File: config.mk
export PLATFORM = sky130hd
export DESIGN_NAME = multdiv_issue_ctrl_flat
export DESIGN_NICKNAME = d
export VERILOG_FILES = /design/src/rtl/multdiv_issue_ctrl_pkg.sv /design/src/rtl/multdiv_issue_ctrl_if.sv /design/src/rtl/multdiv_issue_ctrl_busy_counter.sv /design/src/rtl/multdiv_issue_ctrl.sv /design/src/flat_wrapper.sv
export SDC_FILE = /design/constraint.sdc
export NUM_CORES = 1
export LEC_CHECK = 0
export CAP_MARGIN = 0
export CORE_AREA = 10 10 47 49
export CTS_CLUSTER_SIZE = 12
export DETAILED_ROUTE_END_ITERATION = 10
export DIE_AREA = 0 0 57 59
export PLACE_DENSITY = 0.76
export SYNTH_ARGS = -nofsm -noshare
export SYNTH_HDL_FRONTEND = slang
export SYNTH_SLANG_ARGS = --single-unit
File: constraint.sdc
create_clock -name clock -period 2.35 [get_ports clock]
set_clock_uncertainty 0.05 [all_clocks]
set_input_delay 0.3525 -clock clock [delete_from_list [all_inputs] [get_ports clock]]
set_output_delay 0.3525 -clock clock [all_outputs]
set_load 0.02 [all_outputs]
File: src/rtl/multdiv_issue_ctrl_pkg.sv
// Shared constants and types for the multiply/divide issue controller.
// The optional watchdog is enabled with the MULTDIV_TIMEOUT_EN macro.
package multdiv_ctrl_pkg;

  localparam logic S_IDLE = 1'b0;
  localparam logic S_BUSY = 1'b1;

  localparam logic [4:0] ALU_OP_MUL = 5'b00110;
  localparam logic [4:0] ALU_OP_DIV = 5'b00111;

  localparam int TIMEOUT_CYCLES_DEF = 40;
  localparam int COUNT_W_DEF        = 6;

  typedef struct packed {
    logic pc_we;
    logic fd_we;
    logic dx_we;
    logic xm_bubble;
  } pipe_ctrl_t;

  localparam pipe_ctrl_t PIPE_RUN  = '{pc_we: 1'b1, fd_we: 1'b1, dx_we: 1'b1, xm_bubble: 1'b0};
  localparam pipe_ctrl_t PIPE_HOLD = '{pc_we: 1'b0, fd_we: 1'b0, dx_we: 1'b0, xm_bubble: 1'b1};

  function automatic logic is_multdiv_op(input logic [4:0] op);
    return (op == ALU_OP_MUL) || (op == ALU_OP_DIV);
  endfunction

endpackage

File: src/rtl/multdiv_issue_ctrl_if.sv
// Handshake between the pipeline/multdiv unit and the issue controller.
// master = controller side, slave = pipeline and unit side.
interface multdiv_issue_ctrl_if #(parameter int COUNT_W = 6);

  logic               x_is_mul;
  logic               x_is_div;
  logic               flush;
  logic               multdiv_ready;
  logic               multdiv_exception;
  logic               start_mul;
  logic               start_div;
  logic               pc_we;
  logic               fd_we;
  logic               dx_we;
  logic               xm_bubble;
  logic               result_valid;
  logic               result_exc;
  logic               busy;
  logic [COUNT_W-1:0] md_count;
  logic               abort;

  modport master (
    input  x_is_mul, x_is_div, flush, multdiv_ready, multdiv_exception,
    output start_mul, start_div, pc_we, fd_we, dx_we, xm_bubble,
           result_valid, result_exc, busy, md_count, abort
  );

  modport slave (
    output x_is_mul, x_is_div, flush, multdiv_ready, multdiv_exception,
    input  start_mul, start_div, pc_we, fd_we, dx_we, xm_bubble,
           result_valid, result_exc, busy, md_count, abort
  );

endinterface

File: src/rtl/multdiv_issue_ctrl_busy_counter.sv
// Saturating busy-cycle counter with synchronous clear and a terminal-count
// flag that fires when the count reaches TERM-1.
module md_busy_counter #(
  parameter int COUNT_W = 6,
  parameter int TERM    = 40
) (
  input  logic               clock,
  input  logic               reset,
  input  logic               clear,
  input  logic               enable,
  output logic [COUNT_W-1:0] count,
  output logic               at_term
);

  always_ff @(posedge clock) begin
    if (!reset) begin
      count <= '0;
    end else if (clear) begin
      count <= '0;
    end else if (enable && (count != '1)) begin
      count <= count + COUNT_W'(1);
    end
  end

  assign at_term = (count == COUNT_W'(TERM - 1));

endmodule

File: src/rtl/multdiv_issue_ctrl.sv
// Issue controller for the multi-cycle mul/div unit: starts it, stalls the
// front of the pipe while it runs. Watchdog abort enabled by MULTDIV_TIMEOUT_EN.
import multdiv_ctrl_pkg::*;

module multdiv_issue_ctrl #(
  parameter int COUNT_W        = COUNT_W_DEF,
  parameter int TIMEOUT_CYCLES = TIMEOUT_CYCLES_DEF
) (
  input logic                  clock,
  input logic                  reset,
  multdiv_issue_ctrl_if.master bus
);

  logic               state;
  logic               state_nxt;
  logic               op_req;
  logic               cnt_clear;
  logic               cnt_en;
  logic [COUNT_W-1:0] count;
  logic               at_term;
  logic               timeout_hit;
  logic               start_mul_c;
  logic               start_div_c;
  logic               rv_c;
  logic               rx_c;
  logic               abort_c;
  pipe_ctrl_t         pipe;

  md_busy_counter #(
    .COUNT_W (COUNT_W),
    .TERM    (TIMEOUT_CYCLES)
  ) u_busy_counter (
    .clock   (clock),
    .reset   (reset),
    .clear   (cnt_clear),
    .enable  (cnt_en),
    .count   (count),
    .at_term (at_term)
  );

`ifdef MULTDIV_TIMEOUT_EN
  assign timeout_hit = at_term;
`else
  logic unused_at_term;
  assign unused_at_term = at_term;
  assign timeout_hit    = 1'b0;
`endif

  assign op_req = bus.x_is_mul | bus.x_is_div;

  // Priority in BUSY: flush beats ready, ready beats the watchdog.
  always_comb begin
    state_nxt   = state;
    pipe        = PIPE_RUN;
    start_mul_c = 1'b0;
    start_div_c = 1'b0;
    rv_c        = 1'b0;
    rx_c        = 1'b0;
    abort_c     = 1'b0;
    cnt_clear   = 1'b0;
    cnt_en      = 1'b0;
    if (state == S_IDLE) begin
      if (op_req && !bus.flush) begin
        start_mul_c = bus.x_is_mul;
        start_div_c = !bus.x_is_mul;
        pipe        = PIPE_HOLD;
        cnt_clear   = 1'b1;
        state_nxt   = S_BUSY;
      end
    end else begin
      if (bus.flush) begin
        state_nxt = S_IDLE;
      end else if (bus.multdiv_ready) begin
        rv_c      = 1'b1;
        rx_c      = bus.multdiv_exception;
        state_nxt = S_IDLE;
      end else if (timeout_hit) begin
        abort_c   = 1'b1;
        rv_c      = 1'b1;
        rx_c      = 1'b1;
        state_nxt = S_IDLE;
      end else begin
        pipe   = PIPE_HOLD;
        cnt_en = 1'b1;
      end
    end
  end

  always_ff @(posedge clock) begin
    if (!reset) begin
      state <= S_IDLE;
    end else begin
      state <= state_nxt;
    end
  end

  // While reset is low every output is forced to its quiescent value.
  assign bus.start_mul    = reset & start_mul_c;
  assign bus.start_div    = reset & start_div_c;
  assign bus.pc_we        = !reset | pipe.pc_we;
  assign bus.fd_we        = !reset | pipe.fd_we;
  assign bus.dx_we        = !reset | pipe.dx_we;
  assign bus.xm_bubble    = reset & pipe.xm_bubble;
  assign bus.result_valid = reset & rv_c;
  assign bus.result_exc   = reset & rx_c;
  assign bus.abort        = reset & abort_c;
  assign bus.busy         = reset & (state == S_BUSY);
  assign bus.md_count     = reset ? count : '0;

endmodule

File: src/flat_wrapper.sv
// flat-port wrapper written by rule: the top's interface ports become plain ports
module multdiv_issue_ctrl_flat 
#(
  parameter int COUNT_W        = COUNT_W_DEF,
  parameter int TIMEOUT_CYCLES = TIMEOUT_CYCLES_DEF
)
  (clock, reset, bus_x_is_mul, bus_x_is_div, bus_flush, bus_multdiv_ready, bus_multdiv_exception, bus_start_mul, bus_start_div, bus_pc_we, bus_fd_we, bus_dx_we, bus_xm_bubble, bus_result_valid, bus_result_exc, bus_busy, bus_md_count, bus_abort);
  multdiv_issue_ctrl_if #(.COUNT_W(COUNT_W)) bus_i ();
  input logic clock;
  input logic reset;
  input wire logic [$bits(bus_i.x_is_mul)-1:0] bus_x_is_mul;
  input wire logic [$bits(bus_i.x_is_div)-1:0] bus_x_is_div;
  input wire logic [$bits(bus_i.flush)-1:0] bus_flush;
  input wire logic [$bits(bus_i.multdiv_ready)-1:0] bus_multdiv_ready;
  input wire logic [$bits(bus_i.multdiv_exception)-1:0] bus_multdiv_exception;
  output wire logic [$bits(bus_i.start_mul)-1:0] bus_start_mul;
  output wire logic [$bits(bus_i.start_div)-1:0] bus_start_div;
  output wire logic [$bits(bus_i.pc_we)-1:0] bus_pc_we;
  output wire logic [$bits(bus_i.fd_we)-1:0] bus_fd_we;
  output wire logic [$bits(bus_i.dx_we)-1:0] bus_dx_we;
  output wire logic [$bits(bus_i.xm_bubble)-1:0] bus_xm_bubble;
  output wire logic [$bits(bus_i.result_valid)-1:0] bus_result_valid;
  output wire logic [$bits(bus_i.result_exc)-1:0] bus_result_exc;
  output wire logic [$bits(bus_i.busy)-1:0] bus_busy;
  output wire logic [$bits(bus_i.md_count)-1:0] bus_md_count;
  output wire logic [$bits(bus_i.abort)-1:0] bus_abort;
  assign bus_i.x_is_mul = bus_x_is_mul;
  assign bus_i.x_is_div = bus_x_is_div;
  assign bus_i.flush = bus_flush;
  assign bus_i.multdiv_ready = bus_multdiv_ready;
  assign bus_i.multdiv_exception = bus_multdiv_exception;
  assign bus_start_mul = bus_i.start_mul;
  assign bus_start_div = bus_i.start_div;
  assign bus_pc_we = bus_i.pc_we;
  assign bus_fd_we = bus_i.fd_we;
  assign bus_dx_we = bus_i.dx_we;
  assign bus_xm_bubble = bus_i.xm_bubble;
  assign bus_result_valid = bus_i.result_valid;
  assign bus_result_exc = bus_i.result_exc;
  assign bus_busy = bus_i.busy;
  assign bus_md_count = bus_i.md_count;
  assign bus_abort = bus_i.abort;
  multdiv_issue_ctrl #(.COUNT_W(COUNT_W), .TIMEOUT_CYCLES(TIMEOUT_CYCLES)) u_core (.clock(clock), .reset(reset), .bus(bus_i));
endmodule
==> results by group, run 1 <==
Setup path
  • Max FO, Critical Path: 5
  • Slowest Stage Delay on Critical Path: 0.62 ns
  • CP cell instances: clkdlybuf4s50_1 -> nand2b_1 -> nor2_1 -> clkdlybuf4s50_1
  • Critical Path Slowest Stage Cell: clkdlybuf4s50_1
  • CP Data Required Time: 1.95 ns
  • Arrival time at the worst endpoint: 1.78 ns
  • Kind of launch point of the worst setup path: input port
  • Cell type with the highest occurrence count on the critical path: clkdlybuf4s50_1
  • CP endpoint kind: primary output
  • Flop-to-flop setup slack: 0.93 ns
  • Worst r2r path cells: 3
  • Category of the most critical setup path: in2out
  • Startpoint of the most critical register-to-register path: u_core.state$_SDFF_PN0_
  • Critical R2R Capture: u_core.u_busy_counter.count[5]$_SDFFE_PP0P_

Placed design
  • I/O Buffers: 21
  • Total half-perimeter wirelength after legalization and detailed placement: 1090 um
  • Post-Place Setup Slack: -0.0104 ns
  • Weighted congestion at the end of routability-driven global placement: 0.751

Pwr
  • Comb power frac: 20.5%
  • Fraction of power spent switching nets: 26.6%
  • Lkg Pwr: 0.307 nW
  • Cell internal power dissipation: 0.214 mW
  • Worst vdd rail ir drop: 0.352 mV
  • Switching power total: 0.0774 mW
  • Clock network fraction of design power: 37.4%
  • Pwr per Cell Area: 369 nW/um^2
  • Reg power frac: 42.1%

Logic synthesis
  • Synth Area in Simple Gates: 32.0%
  • Count of flip-flops with a built-in enable after synthesis: 0
  • XOR/XNOR share of the synthesized area: 0%
  • Synthesized flop and latch total: 7
  • Warning count from the yosys run: 0
  • Post-Synthesis Cell Area: 532 sq um
  • Share of synthesized registers carrying an async set or reset: 0%
  • Synth Flop Type: dfxtp_1
  • Dominant combinational cell family by area after synthesis: simple AND/OR/NAND/NOR gates
  • Commonest cells in the netlist: and2_1 (7), dfxtp_1 (7), o211ai_1 (6)
  • Post-synth top area share: 26.4%
  • Unique masters post-synth: 29
  • Yosys top cell by area: dfxtp_1
  • Syn nets: 68
  • Most area-consuming cells after synthesis: dfxtp_1 (26%), o211ai_1 (8.5%), and2_1 (8.2%)
  • Multiplexer share of the synthesized area: 5.65%
  • Fraction of the mapped netlist area in compound gates: 25.2%
  • Mean post-synth cell area: 8.86 sq um
  • Synthesized netlist cell count: 60
  • Post-synthesis share of cell area spent on full adders, half adders and majority gates: 2.35%
  • Share of synthesized area occupied by flip-flops and latches: 26.4%

Floorplanning
  • Height of the chip: 59 um
  • Die span in x: 57 um
  • Number of placed I/O pins: 23
  • Die area: 3360 sq um
  • Core outline area: 1400 sq um
  • Standard-cell row count: 14
  • Effective utilization at floorplan: 37.9%

STA
  • Number of failing hold endpoints at the final stage: 0
  • Highest clock rate: 0.458 GHz
  • Time the worst path needs with I/O delays and setup: 2.18 ns
  • Unrepaired setup endpoints after global routing: false
  • Number of failing setup endpoints in the final timing report: 0
  • Final Max Tran Viols: 0
  • Total negative setup slack: 0 ns
  • Final worst hold slack: 0.513 ns
  • Minimum setup slack in the final design: 0.167 ns
  • Final worst path period share: 92.9%

Clocking
  • Cells resized by post-CTS repair: 2
  • Hold bufs inserted after CTS: 0
  • Clock input transition at the sequential cells of the worst setup and hold paths: 0.05 ns
  • Clock tree from TritonCTS: done
  • Root buffer selected by CTS: clkbuf_4
  • Skew-Pair Late Insertion Delay: 0.25 ns
  • Max Root-Sink Buffers: 2
  • Number of post-CTS setup repair buffers: 0
  • Deepest level of the CTS H-tree: 1
  • Total clock buffers created by CTS: 3
  • CTS sink cnt: 7

Hold path
  • Launch instance of the worst min-delay path: u_core.u_busy_counter.count[3]$_SDFFE_PP0P_
  • Min-Delay Path Depth: 2
  • WHS Endpoint: u_core.u_busy_counter.count[3]$_SDFFE_PP0P_
  • Min-Delay Path Class: reg2reg

Run status
  • Status: finished clean

Route
  • Via count normalized by instance count: 5.36
  • Detail Route Antenna Nets: 0
  • Initial drt markers: 9
  • DRC violation count after routing: 0
  • Initial DRT Pass Iterations: 4
  • Total number of vias: 525
  • DR WL/cell: 14.0 um
  • Wire length reported by the detailed router: 1370 um

Cells and area
  • Final core area utilization: 56.3%
  • Layout net count: 91
  • Count of inserted antenna diode cells: 0
  • FF+latch area: 140 sq um
  • Ratio of cells with drive above 1 in the final layout: 15.9%
  • Number of filler cells placed in the layout: 148
  • Layout overhead on the synthesized area: 48.2%
  • Combined area of the multi-input logic cells: 355 sq um

Global routing
  • Via count of the first global-routing pass: 492
  • Initial antenna violation count: 0
  • Overflow after GRT: 0
  • Maximum number of pins on one net before global-route repair: 15
  • All-Layer GR Usage: 8.11%
  • Global-route wire length before repair: 2280 um

Job
  • Number of maximum-capacitance constraint violations: 0
[registers in the layout, indices dropped and copies added, names as in the netlist]
signal / cells
u_core.state: 1
u_core.u_busy_counter.count: 6
[area by class of cell]
| type | count | area share (%) |
|---|---|---|
| multi-input combinational | 45 | 45.1 |
| timing repair buffer | 23 | 29.8 |
| sequential | 7 | 17.8 |
| clock buffer | 4 | 3.33 |
| tap | 16 | 2.54 |
| inverter | 3 | 1.43 |
[cells in the final DEF (no fill, tap or decap), drive strengths merged, types with 3 or more instances in the layout]
cell           count
and2               8
a311oi             3
nor3b              4
mux2i              3
dfxtp              7
inv                3
clkbuf             4
dlymetal6s2s       5
o211ai             6
clkdlybuf4s50     14
[layer usage]
metal	wire, um	track usage (%)
met4	8	1.01
met3	92	5.15
met2	688	13.0
met1	582	9.11
met5	0	0
[how the worst max path moves through the flow]
stage	start	end	slack (ns)	cells after the start
after floorplan	bus_flush	bus_fd_we	0.27	4
after global placement	bus_flush	bus_start_div	-0.02	4
after detailed placement	bus_flush	bus_start_div	-0.01	4
after CTS	bus_flush	bus_fd_we	0.02	5
after global routing	bus_flush	bus_result_valid	0.04	4
final	bus_flush	bus_result_valid	0.17	4
[power groups by stage]
| stage | Clock (mW) | Sequential (mW) | Combinational [mW] |
|---|---|---|---|
| floorplan | 0 | 0.124 | 0.0336 |
| finish | 0.109 | 0.123 | 0.0596 |
| global placement | 0 | 0.125 | 0.0604 |
| global route | 0.127 | 0.123 | 0.0654 |
| CTS | 0.115 | 0.122 | 0.0599 |
| detailed placement | 0 | 0.125 | 0.0607 |
[through the flow]
step / power (mW) / instances / instance area, sq um
finish: 0.291 / 98 / 788
global route: 0.315 / 98 / 788
CTS: 0.297 / 98 / 771
detailed placement: 0.186 / 94 / 747
global placement: 0.185 / 94 / 747
floorplan: 0.158 / 60 / 532
[critical path, delay by kind of cell]
family	cells	cell delay, ns
buf+inv	2	1.04
simple gates	2	0.39
[logic make-up (layout without fill, tap and decap cells)]
logic type / after synthesis / in the layout
AND/OR/NAND/NOR: 25 / 25
other: 1 / 1
buffers and inverters: 8 / 30
multiplexers: 3 / 3
flip-flops: 7 / 7
adder cells (fa/ha/maj): 1 / 1
AO/OA/AOI/OAI: 15 / 15
Note: power is estimated with default switching activity, not from simulation.
==> run 2: changes to the inputs <==
--- a/config.mk
+++ b/config.mk
@@ -10,7 +10,8 @@
 export CTS_CLUSTER_SIZE = 12
 export DETAILED_ROUTE_END_ITERATION = 10
 export DIE_AREA = 0 0 57 59
-export PLACE_DENSITY = 0.76
+export PLACE_DENSITY = 0.74
 export SYNTH_ARGS = -nofsm -noshare
 export SYNTH_HDL_FRONTEND = slang
+export SYNTH_HIERARCHICAL = 1
 export SYNTH_SLANG_ARGS = --single-unit
==> results by group, run 2 <==
Run status
  • Status: finished clean

Clocking
  • Total clock buffers created by CTS: 3 (unchanged)
  • Clock input transition at the sequential cells of the worst setup and hold paths: 0.05 ns (about the same)
  • Skew-Pair Late Insertion Delay: 0.26 ns (about the same)
  • Number of post-CTS setup repair buffers: 0 (unchanged)
  • Deepest level of the CTS H-tree: 1 (unchanged)
  • Root buffer selected by CTS: clkbuf_4
  • Max Root-Sink Buffers: 2 (unchanged)
  • Clock tree from TritonCTS: done
  • CTS sink cnt: 7 (unchanged)
  • Hold bufs inserted after CTS: 0 (unchanged)

STA
  • Time the worst path needs with I/O delays and setup: 2.28 ns (+0.0951 ns)
  • Number of failing hold endpoints at the final stage: 0 (unchanged)
  • Number of failing setup endpoints in the final timing report: 0 (unchanged)
  • Highest clock rate: 0.439 GHz (-4.2%)
  • Final Max Tran Viols: 0 (unchanged)
  • Total negative setup slack: 0 ns (unchanged)
  • Final worst path period share: 96.9% (+4.0 points)

Hold path
  • Min-Delay Path Class: reg2reg
  • Min-Delay Path Depth: 2 (unchanged)

Setup path
  • CP Data Required Time: 1.95 ns (about the same)
  • Cell type with the highest occurrence count on the critical path: clkdlybuf4s50_1
  • Kind of launch point of the worst setup path: input port
  • CP endpoint kind: primary output
  • Slowest Stage Delay on Critical Path: 0.67 ns (+0.05 ns)
  • Max FO, Critical Path: 4 (-1)
  • Category of the most critical setup path: in2out
  • Critical Path Slowest Stage Cell: clkdlybuf4s50_1
  • CP cell instances: clkdlybuf4s50_1 -> and2b_1 -> o311ai_2 -> clkdlybuf4s50_1
  • Worst r2r path cells: 5 (+2)
  • Arrival time at the worst endpoint: 1.88 ns (+0.10 ns)

Global routing
  • Via count of the first global-routing pass: 502 (+2.0%)
  • Initial antenna violation count: 0 (unchanged)
  • Overflow after GRT: 0 (unchanged)
  • Maximum number of pins on one net before global-route repair: 9 (-6)
  • All-Layer GR Usage: 8.67% (+0.56 points)
  • Global-route wire length before repair: 2300 um (+0.92%)

Placed design
  • I/O Buffers: 21 (unchanged)
  • Weighted congestion at the end of routability-driven global placement: 0.826 (+9.9%)
  • Area of placed instances: 738 sq um (-1.2%)
  • Total half-perimeter wirelength after legalization and detailed placement: 1090 um (+0.16%)

Route
  • Via count normalized by instance count: 5.40 (+0.73%)
  • DR WL/cell: 14.3 um (+1.9%)
  • Total number of vias: 545 (+3.8%)
  • Initial DRT Pass Iterations: 4 (unchanged)
  • Wire length reported by the detailed router: 1440 um (+5.0%)
  • Detail Route Antenna Nets: 0 (unchanged)
  • Initial drt markers: 19 (+10)
  • DRC violation count after routing: 0 (unchanged)

Logic synthesis
  • Mean post-synth cell area: 8.44 sq um (-4.8%)
  • Warning count from the yosys run: 6 (+6)
  • Synthesized netlist cell count: 59 (-1.7%)
  • Post-Synthesis Cell Area: 498 sq um (-6.4%)
  • Syn nets: 67 (-1.5%)

Floorplanning
  • Number of placed I/O pins: 23 (unchanged)
  • Core outline area: 1400 sq um (unchanged)
  • Die area: 3360 sq um (unchanged)
  • Effective utilization at floorplan: 35.5% (-2.4 points)
  • Height of the chip: 59 um (unchanged)
  • Standard-cell row count: 14 (unchanged)
  • Die span in x: 57 um (unchanged)

Cells and area
  • Flip-flop count of the largest register, all copies and words added: 6 (unchanged)
  • Post-Layout Inst Area: 777 sq um (-1.4%)
  • Highest-count cells in the layout ignoring fill and taps: clkdlybuf4s50_1 (19), nand2_1 (8), and2_1 (7), dfxtp_1 (7), buf_4 (5)
  • FF+latch area: 140 sq um (unchanged)
  • Combined area of the multi-input logic cells: 338 sq um (-4.9%)
  • Number of filler cells placed in the layout: 138 (-6.8%)
  • Largest register by flop count: u_core/u_busy_counter/count
  • Count of inserted antenna diode cells: 0 (unchanged)
  • Layout net count: 94 (+3.3%)
  • Ratio of cells with drive above 1 in the final layout: 15.3% (-0.56 points)
  • Leading cell type in the layout, fill and taps excluded: clkdlybuf4s50_1
  • Largest registers in the final layout: u_core/u_busy_counter/count (6), u_core/state (1)
  • Final core area utilization: 55.4% (-0.80 points)
  • Layout overhead on the synthesized area: 56.0%

Pwr
  • Lkg Pwr: 0.292 nW (-4.7%)
  • Sum of internal, switching and leakage power: 0.299 mW (+2.7%)
  • Pwr per Cell Area: 384 nW/um^2 (+4.1%)
  • Worst vdd rail ir drop: 0.275 mV (-22%)

Job
  • Number of maximum-capacitance constraint violations: 0 (unchanged)
run 2: routing by layer:
metal | global-route usage [%] | vias to the layer above | part of all wire, %
li1 | - | 270 | -
met1 | 9.22 | 246 | 45
met2 | 12.6 | 25 | 42
met3 | 3.86 | 4 | 10
met4 | 8.05 | 0 | 2.6
met5 | 0 | - | 0
run 2: per-stage QoR:
| stage | setup WS [ns] | hold WS [ns] | instances |
|---|---|---|---|
| after floorplan | 0.260 | 0.423 | 59 |
| after detailed placement | -0.148 | 0.462 | 97 |
| final | 0.0718 | 0.469 | 101 |
| after CTS | 0.0151 | 0.471 | 101 |
| after global placement | -0.00882 | 0.453 | 97 |
| after global routing | -0.00333 | 0.499 | 101 |
run 2: path summary, 6_finish.rpt:
| check | from | endpoint | slack (ns) |
|---|---|---|---|
| hold reg to reg | u_core/u_busy_counter/count[0]$_SDFFE_PP0P_ | u_core/u_busy_counter/count[0]$_SDFFE_PP0P_ | 0.47 |
| setup reg to reg | u_core/state$_SDFF_PN0_ | u_core/u_busy_counter/count[4]$_SDFFE_PP0P_ | 0.80 |
| setup / recovery | bus_flush | bus_pc_we | 0.07 |
| hold / removal | u_core/u_busy_counter/count[0]$_SDFFE_PP0P_ | u_core/u_busy_counter/count[0]$_SDFFE_PP0P_ | 0.47 |
run 2: cell type report:
class,count,area share (%)
multi-input cells,48,43.5
repair buffers,26,32.5
clock buffers,4,3.38
well taps,16,2.58
flip-flops and latches,7,18.0
run 2: what timing repair did:
action,CTS,global route
gates resized for setup,1,3
pin swaps,0,0
setup endpoints to repair,3,3
run 2: power breakdown:
part	total (mW)	switching, mW	internal (mW)	leakage (nW)
sequential	0.123	0.00250	0.120	0.0566
combinational	0.0619	0.0295	0.0324	0.221
clock	0.114	0.0491	0.0651	0.0150
run 2: critical path, delay by kind of cell:
family,cells,cell delay [ns]
and+or+nand+nor,1,0.24
buffers and inverters,2,1.19
AOI/OAI and AO/OA,1,0.09
==> run 3: changes to the inputs <==
--- a/config.mk
+++ b/config.mk
@@ -11,6 +11,7 @@
 export DETAILED_ROUTE_END_ITERATION = 10
 export DIE_AREA = 0 0 57 59
 export PLACE_DENSITY = 0.74
+export SKIP_CTS_REPAIR_TIMING = 1
 export SYNTH_ARGS = -nofsm -noshare
 export SYNTH_HDL_FRONTEND = slang
 export SYNTH_HIERARCHICAL = 1
==> results of run 3 <==
Same layout as run 2: the final DEF is identical, and so are final timing and power.
